$ cat src/rtl/multdiv_unit_if.sv
// Start/operand/result bundle between the execute stage and multdiv_unit.
// master drives starts and operands; slave returns result and status.
interface multdiv_unit_if;
    logic        ctrl_MULT;
    logic        ctrl_DIV;
    logic [31:0] data_operandA;
    logic [31:0] data_operandB;
    logic [31:0] data_result;
    logic        data_exception;
    logic        data_resultRDY;
    logic        busy;

    modport master (
        output ctrl_MULT, ctrl_DIV,
        output data_operandA, data_operandB,
        input  data_result, data_exception,
        input  data_resultRDY, busy
    );

    modport slave (
        input  ctrl_MULT, ctrl_DIV,
        input  data_operandA, data_operandB,
        output data_result, data_exception,
        output data_resultRDY, busy
    );
endinterface

$ cat src/rtl/multdiv_unit.sv
// Iterative signed 32-bit radix-4 Booth multiplier with optional
// non-restoring divider (compiled in when MULTDIV_DIV_EN is defined).
module multdiv_unit (
    input  logic          clock,
    input  logic          reset_n,
    multdiv_unit_if.slave bus
);
    typedef enum logic [1:0] {
        IDLE, MULT_RUN, DIV_RUN, DIV_FIX
    } state_t;

    state_t      r_state, w_next;
    logic        w_start, w_done;
    logic [5:0]  r_cnt;
    logic [31:0] r_mcand, r_lo, r_result;
    logic [32:0] r_up;
    logic        r_bb, r_exc, r_rdy;
    logic [33:0] w_a34, w_add, w_sum;
    logic [32:0] w_pf;
    logic        w_movf;
    logic [31:0] w_res;
    logic        w_exc;

    assign w_start = bus.ctrl_MULT | bus.ctrl_DIV;

    assign bus.data_result    = r_result;
    assign bus.data_exception = r_exc;
    assign bus.data_resultRDY = r_rdy;
    assign bus.busy           = (r_state != IDLE);

    // State register
    always_ff @(posedge clock or negedge reset_n) begin
        if (!reset_n) r_state <= IDLE;
        else          r_state <= w_next;
    end

    // Next state; a new start always wins and aborts any run
    always_comb begin
        w_next = r_state;
        w_done = 1'b0;
        if (w_start) begin
            if (bus.ctrl_MULT) w_next = MULT_RUN;
`ifdef MULTDIV_DIV_EN
            else               w_next = DIV_RUN;
`else
            else               w_next = DIV_FIX;
`endif
        end else begin
            case (r_state)
                MULT_RUN: if (r_cnt == 6'd16) begin
                    w_next = IDLE;
                    w_done = 1'b1;
                end
`ifdef MULTDIV_DIV_EN
                DIV_RUN: if (r_cnt == 6'd32) w_next = DIV_FIX;
`endif
                DIV_FIX: begin
                    w_next = IDLE;
                    w_done = 1'b1;
                end
                default: ;
            endcase
        end
    end

    // Booth recode and sum; 34-bit sum keeps the sign of +2^32
    always_comb begin
        w_a34 = {{2{r_mcand[31]}}, r_mcand};
        w_add = '0;
        case ({r_lo[1:0], r_bb})
            3'b001, 3'b010: w_add = w_a34;
            3'b011:         w_add = w_a34 << 1;
            3'b100:         w_add = -(w_a34 << 1);
            3'b101, 3'b110: w_add = -w_a34;
            default:        w_add = '0;
        endcase
        w_sum  = {r_up[32], r_up} + w_add;
        w_pf   = {r_up[31:0], r_lo[31]};
        w_movf = !((&w_pf) || !(|w_pf));
    end

    // Multiply datapath and shared iteration counter
    always_ff @(posedge clock or negedge reset_n) begin
        if (!reset_n) begin
            r_cnt   <= '0;
            r_mcand <= '0;
            r_up    <= '0;
            r_lo    <= '0;
            r_bb    <= 1'b0;
        end else if (w_start) begin
            r_cnt   <= '0;
            r_mcand <= bus.data_operandA;
            r_up    <= '0;
            r_lo    <= bus.data_operandB;
            r_bb    <= 1'b0;
        end else if (r_state == MULT_RUN && r_cnt != 6'd16) begin
            r_up  <= {w_sum[33], w_sum[33:2]};
            r_lo  <= {w_sum[1:0], r_lo[31:2]};
            r_bb  <= r_lo[1];
            r_cnt <= r_cnt + 6'd1;
        end else if (r_state == DIV_RUN) begin
            r_cnt <= r_cnt + 6'd1;
        end
    end

`ifdef MULTDIV_DIV_EN
    logic [32:0] r_rem;
    logic [31:0] r_quo, r_dvs;
    logic        r_neg, r_dz, r_dexc;
    logic [31:0] w_amag, w_bmag;
    logic [33:0] w_sh, w_rnew;

    // Magnitudes and one non-restoring step
    always_comb begin
        w_amag = bus.data_operandA[31] ? -bus.data_operandA
                                       : bus.data_operandA;
        w_bmag = bus.data_operandB[31] ? -bus.data_operandB
                                       : bus.data_operandB;
        w_sh   = {r_rem, r_quo[31]};
        w_rnew = r_rem[32] ? w_sh + {2'b00, r_dvs}
                           : w_sh - {2'b00, r_dvs};
    end

    // Divide datapath; quotient shifts in as dividend shifts out
    always_ff @(posedge clock or negedge reset_n) begin
        if (!reset_n) begin
            r_rem  <= '0;
            r_quo  <= '0;
            r_dvs  <= '0;
            r_neg  <= 1'b0;
            r_dz   <= 1'b0;
            r_dexc <= 1'b0;
        end else if (w_start) begin
            r_rem  <= '0;
            r_quo  <= w_amag;
            r_dvs  <= w_bmag;
            r_neg  <= bus.data_operandA[31] ^ bus.data_operandB[31];
            r_dz   <= (bus.data_operandB == 32'd0);
            r_dexc <= (bus.data_operandB == 32'd0) ||
                      (bus.data_operandA == 32'h8000_0000 &&
                       bus.data_operandB == 32'hFFFF_FFFF);
        end else if (r_state == DIV_RUN) begin
            if (r_cnt != 6'd32) begin
                r_rem <= w_rnew[32:0];
                r_quo <= {r_quo[30:0], ~w_rnew[33]};
            end else begin
                if (r_rem[32]) r_rem <= r_rem + {1'b0, r_dvs};
                if (r_dz)       r_quo <= '0;
                else if (r_neg) r_quo <= -r_quo;
            end
        end
    end
`endif

    // Completion value select
    always_comb begin
        w_res = r_lo;
        w_exc = w_movf;
        if (r_state == DIV_FIX) begin
`ifdef MULTDIV_DIV_EN
            w_res = r_quo;
            w_exc = r_dexc;
`else
            w_res = '0;
            w_exc = 1'b1;
`endif
        end
    end

    // Registered outputs; result/exception hold between completions
    always_ff @(posedge clock or negedge reset_n) begin
        if (!reset_n) begin
            r_result <= '0;
            r_exc    <= 1'b0;
            r_rdy    <= 1'b0;
        end else begin
            r_rdy <= w_done;
            if (w_done) begin
                r_result <= w_res;
                r_exc    <= w_exc;
            end
        end
    end
endmodule
$ cat src/flat_wrapper.sv
// flat-port wrapper written by rule: the top's interface ports become plain ports
module multdiv_unit_flat 
  (clock, reset_n, bus_ctrl_MULT, bus_ctrl_DIV, bus_data_operandA, bus_data_operandB, bus_data_result, bus_data_exception, bus_data_resultRDY, bus_busy);
  multdiv_unit_if bus_i ();
  input  logic clock;
  input  logic reset_n;
  input wire logic [$bits(bus_i.ctrl_MULT)-1:0] bus_ctrl_MULT;
  input wire logic [$bits(bus_i.ctrl_DIV)-1:0] bus_ctrl_DIV;
  input wire logic [$bits(bus_i.data_operandA)-1:0] bus_data_operandA;
  input wire logic [$bits(bus_i.data_operandB)-1:0] bus_data_operandB;
  output wire logic [$bits(bus_i.data_result)-1:0] bus_data_result;
  output wire logic [$bits(bus_i.data_exception)-1:0] bus_data_exception;
  output wire logic [$bits(bus_i.data_resultRDY)-1:0] bus_data_resultRDY;
  output wire logic [$bits(bus_i.busy)-1:0] bus_busy;
  assign bus_i.ctrl_MULT = bus_ctrl_MULT;
  assign bus_i.ctrl_DIV = bus_ctrl_DIV;
  assign bus_i.data_operandA = bus_data_operandA;
  assign bus_i.data_operandB = bus_data_operandB;
  assign bus_data_result = bus_i.data_result;
  assign bus_data_exception = bus_i.data_exception;
  assign bus_data_resultRDY = bus_i.data_resultRDY;
  assign bus_busy = bus_i.busy;
  multdiv_unit u_core (.clock(clock), .reset_n(reset_n), .bus(bus_i));
endmodule
$ cat config.mk
export PLATFORM = sky130hd
export DESIGN_NAME = multdiv_unit_flat
export DESIGN_NICKNAME = d
export VERILOG_FILES = /design/src/rtl/multdiv_unit_if.sv /design/src/rtl/multdiv_unit.sv /design/src/flat_wrapper.sv
export SDC_FILE = /design/constraint.sdc
export NUM_CORES = 1
export LEC_CHECK = 0
export CORE_ASPECT_RATIO = 1.4
export CORE_MARGIN = 4
export CORE_UTILIZATION = 55
export CTS_CLUSTER_DIAMETER = 150
export DETAILED_ROUTE_END_ITERATION = 16
export PLACE_DENSITY_LB_ADDON = 0.2
export SYNTH_ARGS = -nofsm -noshare
export SYNTH_HDL_FRONTEND = slang
export SYNTH_SLANG_ARGS = --single-unit
$ cat constraint.sdc
create_clock -name clock -period 5.8 [get_ports clock]
set_input_delay 1.74 -clock clock [delete_from_list [all_inputs] [get_ports clock]]
set_output_delay 1.74 -clock clock [all_outputs]
set_load 0.005 [all_outputs]
==> results.tsv <==
stage	metric	value	unit
yosys	Seq cells post-synth	139	
worst_setup_path	Crit. End Element	flop	
yosys	post-synthesis cell area	9480	µm²
worst_hold_path	worst hold path type	flop to flop	
yosys	Post-synth EDFFs	0	
placed_design	Port Buffers	102	
yosys	Ys Warns	0	
grt	total track usage	27.6	%
timing	relative slew slack	33.3	%
pwr	Cell Pwr Density	299	nW/µm²
placed_design	dpl cells	1417	
timing	final worst-path cycle share	88.1	%
timing	post-route setup TNS	0	ns
yosys	Mapped Avg Cell Area	8.08	µm²
route	vias	8949	
cells_and_area	n_diodes	0	
cts	Post-CTS Setup Inserts	0	
route	Via density	6.18	
worst_setup_path	chain of cells forming the critical path	inv_1, ha_1, nor4b_4, nand2_1, or3_1, or3_1, nand2_1, xnor2_1, a221oi_1, a31oi_1, ha_1, and4_1, and3_1, o211ai_1, a21oi_1, o41ai_1, nor2b_1, or3_1, nand3_1	
worst_setup_path	CP top delay family	simple AND/OR/NAND/NOR gates	
cts	cell chosen for the clock root	clkbuf_16	
yosys	leading area contributor after synthesis	dfrtp_1	
die	die area	19400	µm²
cts	htree depth	4	
cells_and_area	Final Util	66.4	%
die	core area	16800	µm²
die	Initial Util	56.4	%
cts	Clock Latency Late Sink	0.43	ns
cts	Longest Clk Path Bufs	2	
die	Die X	119	µm
cts	Num Clock Sinks	139	
timing	Final Hold Viols	0	
worst_setup_path	critical path data required time	6.17	ns
worst_setup_path	cell mode on critical path	or3_1	
timing	skew final	0.00870	ns
die	Top Ports	103	
cts	clk slew on worst S/H paths	0.06	ns
timing	Hold Worst Slack	0.481	ns
cells_and_area	layout net count	1338	
worst_setup_path	WP buf/inv	1	
placed_design	Final Wtd Congestion	0.951	
yosys	Synth Net Count	1278	
cells_and_area	post-layout instance count excluding filler cells	1449	
worst_setup_path	CP Class	flop to flop	
die	Die Ht	163	µm
cells_and_area	area of the multi-input gates	5570	µm²
cells_and_area	Register Area	3480	µm²
worst_setup_path	Slowest-stage cell, CP	o41ai_1	
yosys	post-synthesis sequential area ratio	36.7	%
cells_and_area	layout cells sized above 1	6.10	%
cells_and_area	Fill cells	1432	
route	Post-DRT Antenna Nets	0	
yosys	Synth top area share	36.7	%
route	total wire length	26200	µm
yosys	Synth Flop Type	dfrtp_1	
flow_run	Max-Cap Viols	0	
worst_setup_path	startpoint class of the critical path	flop	
status	status	finished, final reports clean	
pwr	maximum vdd drop	0.000157	V
placed_design	HPWL Detailed	18800	µm
worst_setup_path	Crit path arrival time	5.48	ns
route	DR WL/cell	18.1	µm
timing	Max Clock Freq	0.196	GHz
yosys	cell with the most instances after synthesis	nand2_1	
yosys	ys async rst share	100	%
timing	min cycle time layout	5.11	ns
timing	worst-margin pin slew	1.00	ns
cts	CTS tree	yes	
grt	remaining global-route overflow	0	
cts	hold_buf cts	0	
yosys	Synth area leaders	dfrtp_1 37%, nand2_1 10%, ha_1 4.8%	
yosys	post-synth cell types	73	
timing	RSZ-0062 raised after global routing	no	
grt	vias in the first global route	8731	
cts	CTS buffer count	17	
yosys	top post-synthesis cells by count	260 x nand2_1, 139 x dfrtp_1, 88 x nor2_1, 72 x o21ai_0, 66 x a21oi_1	
grt	pin count of the biggest net entering global routing	110	
route	drt pass-1 iters	5	
cells_and_area	Area Growth Syn to Fin	17.8	%
pwr	Lkg Pwr	4.88	nW
worst_setup_path	maximum fanout along the worst path	8	
die	# rows	56	
route	initial DRC count	675	
timing	setup violators final	0	
worst_setup_path	CP peak stage delay	0.73	ns
route	DRC errors left	0	
cts	PostCTS Resize Cnt	0	
timing	Final Max Tran Viols	0	
grt	initial antenna violation count	0	
grt	first-pass GRT wire length	43400	µm
yosys	Syn Inst Count	1173	
-- layout make-up --
class,count,area share [%]
Multi-Input combinational cell,931,49.9
Inverter,25,0.840
Tap cell,203,2.27
Timing Repair Buffer,119,10.3
Clock buffer,19,3.97
Sequential cell,139,31.1
Clock inverter,13,1.62
-- logic make-up after synthesis --
kind of cell	count (synthesis)	share of synthesized area [%]
compound gates	329	22.8
xor+xnor	64	5.99
fa+ha+maj	37	4.96
buf+inv	103	4.77
flops	139	36.7
mux	11	1.21
simple gates	490	23.5
-- cell usage in the layout (no fill, tap or decap), types with 5 or more instances in the layout --
cell | Yosys | routed
a211oi_1 | 14 | 14
a21boi_0 | 7 | 7
a21o_1 | 12 | 12
a21oi_1 | 66 | 65
a221oi_1 | 13 | 13
a22o_1 | 32 | 32
a31oi_1 | 47 | 47
and2_1 | 7 | 7
buf_4 | 2 | 17
clkbuf_16 | 0 | 17
clkdlybuf4s50_1 | 0 | 101
dfrtp_1 | 139 | 139
ha_1 | 36 | 36
inv_1 | 25 | 25
mux2i_1 | 7 | 7
nand2_1 | 260 | 260
nand2b_1 | 8 | 8
nand3_1 | 32 | 32
nand4_1 | 13 | 13
nor2_1 | 88 | 86
nor2b_1 | 6 | 6
nor3_1 | 14 | 14
nor4_1 | 16 | 16
o211ai_1 | 8 | 8
o21ai_0 | 72 | 72
o21bai_1 | 7 | 7
o221ai_1 | 5 | 5
o22ai_1 | 7 | 7
o31ai_1 | 7 | 7
or2_2 | 5 | 5
or3_1 | 15 | 14
xnor2_1 | 46 | 46
xor2_1 | 17 | 17
-- routing by layer --
metal	vias to the layer above	routed length (µm)	track usage (%)
met4	0	910	12.6
li1	4322	-	-
met3	68	1280	5.16
met2	304	13400	48.5
met1	4255	10600	32.6
met5	-	0	0
-- power by group --
group | internal [mW] | switching [mW]
Sequential | 1.08 | 0.129
Clock | 0.701 | 0.464
Combinational | 0.458 | 0.507
Total | 2.24 | 1.10
-- flip-flops by register name, summed over array words and instances, names as in the netlist --
signal	count
u_core.bus.data_result	32
u_core.r_lo	32
u_core.r_mcand	32
u_core.r_up	32
u_core.r_cnt	6
u_core.r_state	2
u_core.bus.data_exception	1
u_core.bus.data_resultRDY	1
u_core.r_bb	1
-- worst min-delay path: stages (launching register included) --
cell	delay, ns
dfrtp_1	0.34
nand2_1	0.05
o21ai_0	0.06
-- metrics by stage --
step | total power, mW | worst slack, ns | instance area (µm²)
final | 3.34 | 0.689 | 11200
after global routing | 3.53 | 0.301 | 11200
after CTS | 3.35 | 0.703 | 11200
after detailed placement | 2.19 | 0.743 | 10500
after global placement | 2.16 | 0.830 | 10500
after floorplan | 1.84 | 1.47 | 9480
-- path summary, 6_finish.rpt --
| kind | endpoint | depth (start not counted) | slack, ns | start |
|---|---|---|---|---|
| worst max register to register | u_core.r_up[26] | 19 | 0.69 | u_core.r_mcand[0] |
| worst min register to register | u_core.bus.data_result[31] | 2 | 0.48 | u_core.bus.data_result[31] |
| max in group asynchronous | u_core.r_mcand[10] | 2 | 3.33 | reset_n |
| worst min-delay path | u_core.bus.data_result[31] | 2 | 0.48 | u_core.bus.data_result[31] |
| min in group asynchronous | u_core.bus.data_result[27] | 1 | 1.42 | reset_n |
| worst max-delay path | u_core.r_up[26] | 19 | 0.69 | u_core.r_mcand[0] |
Note: power is estimated with default switching activity, not from simulation.
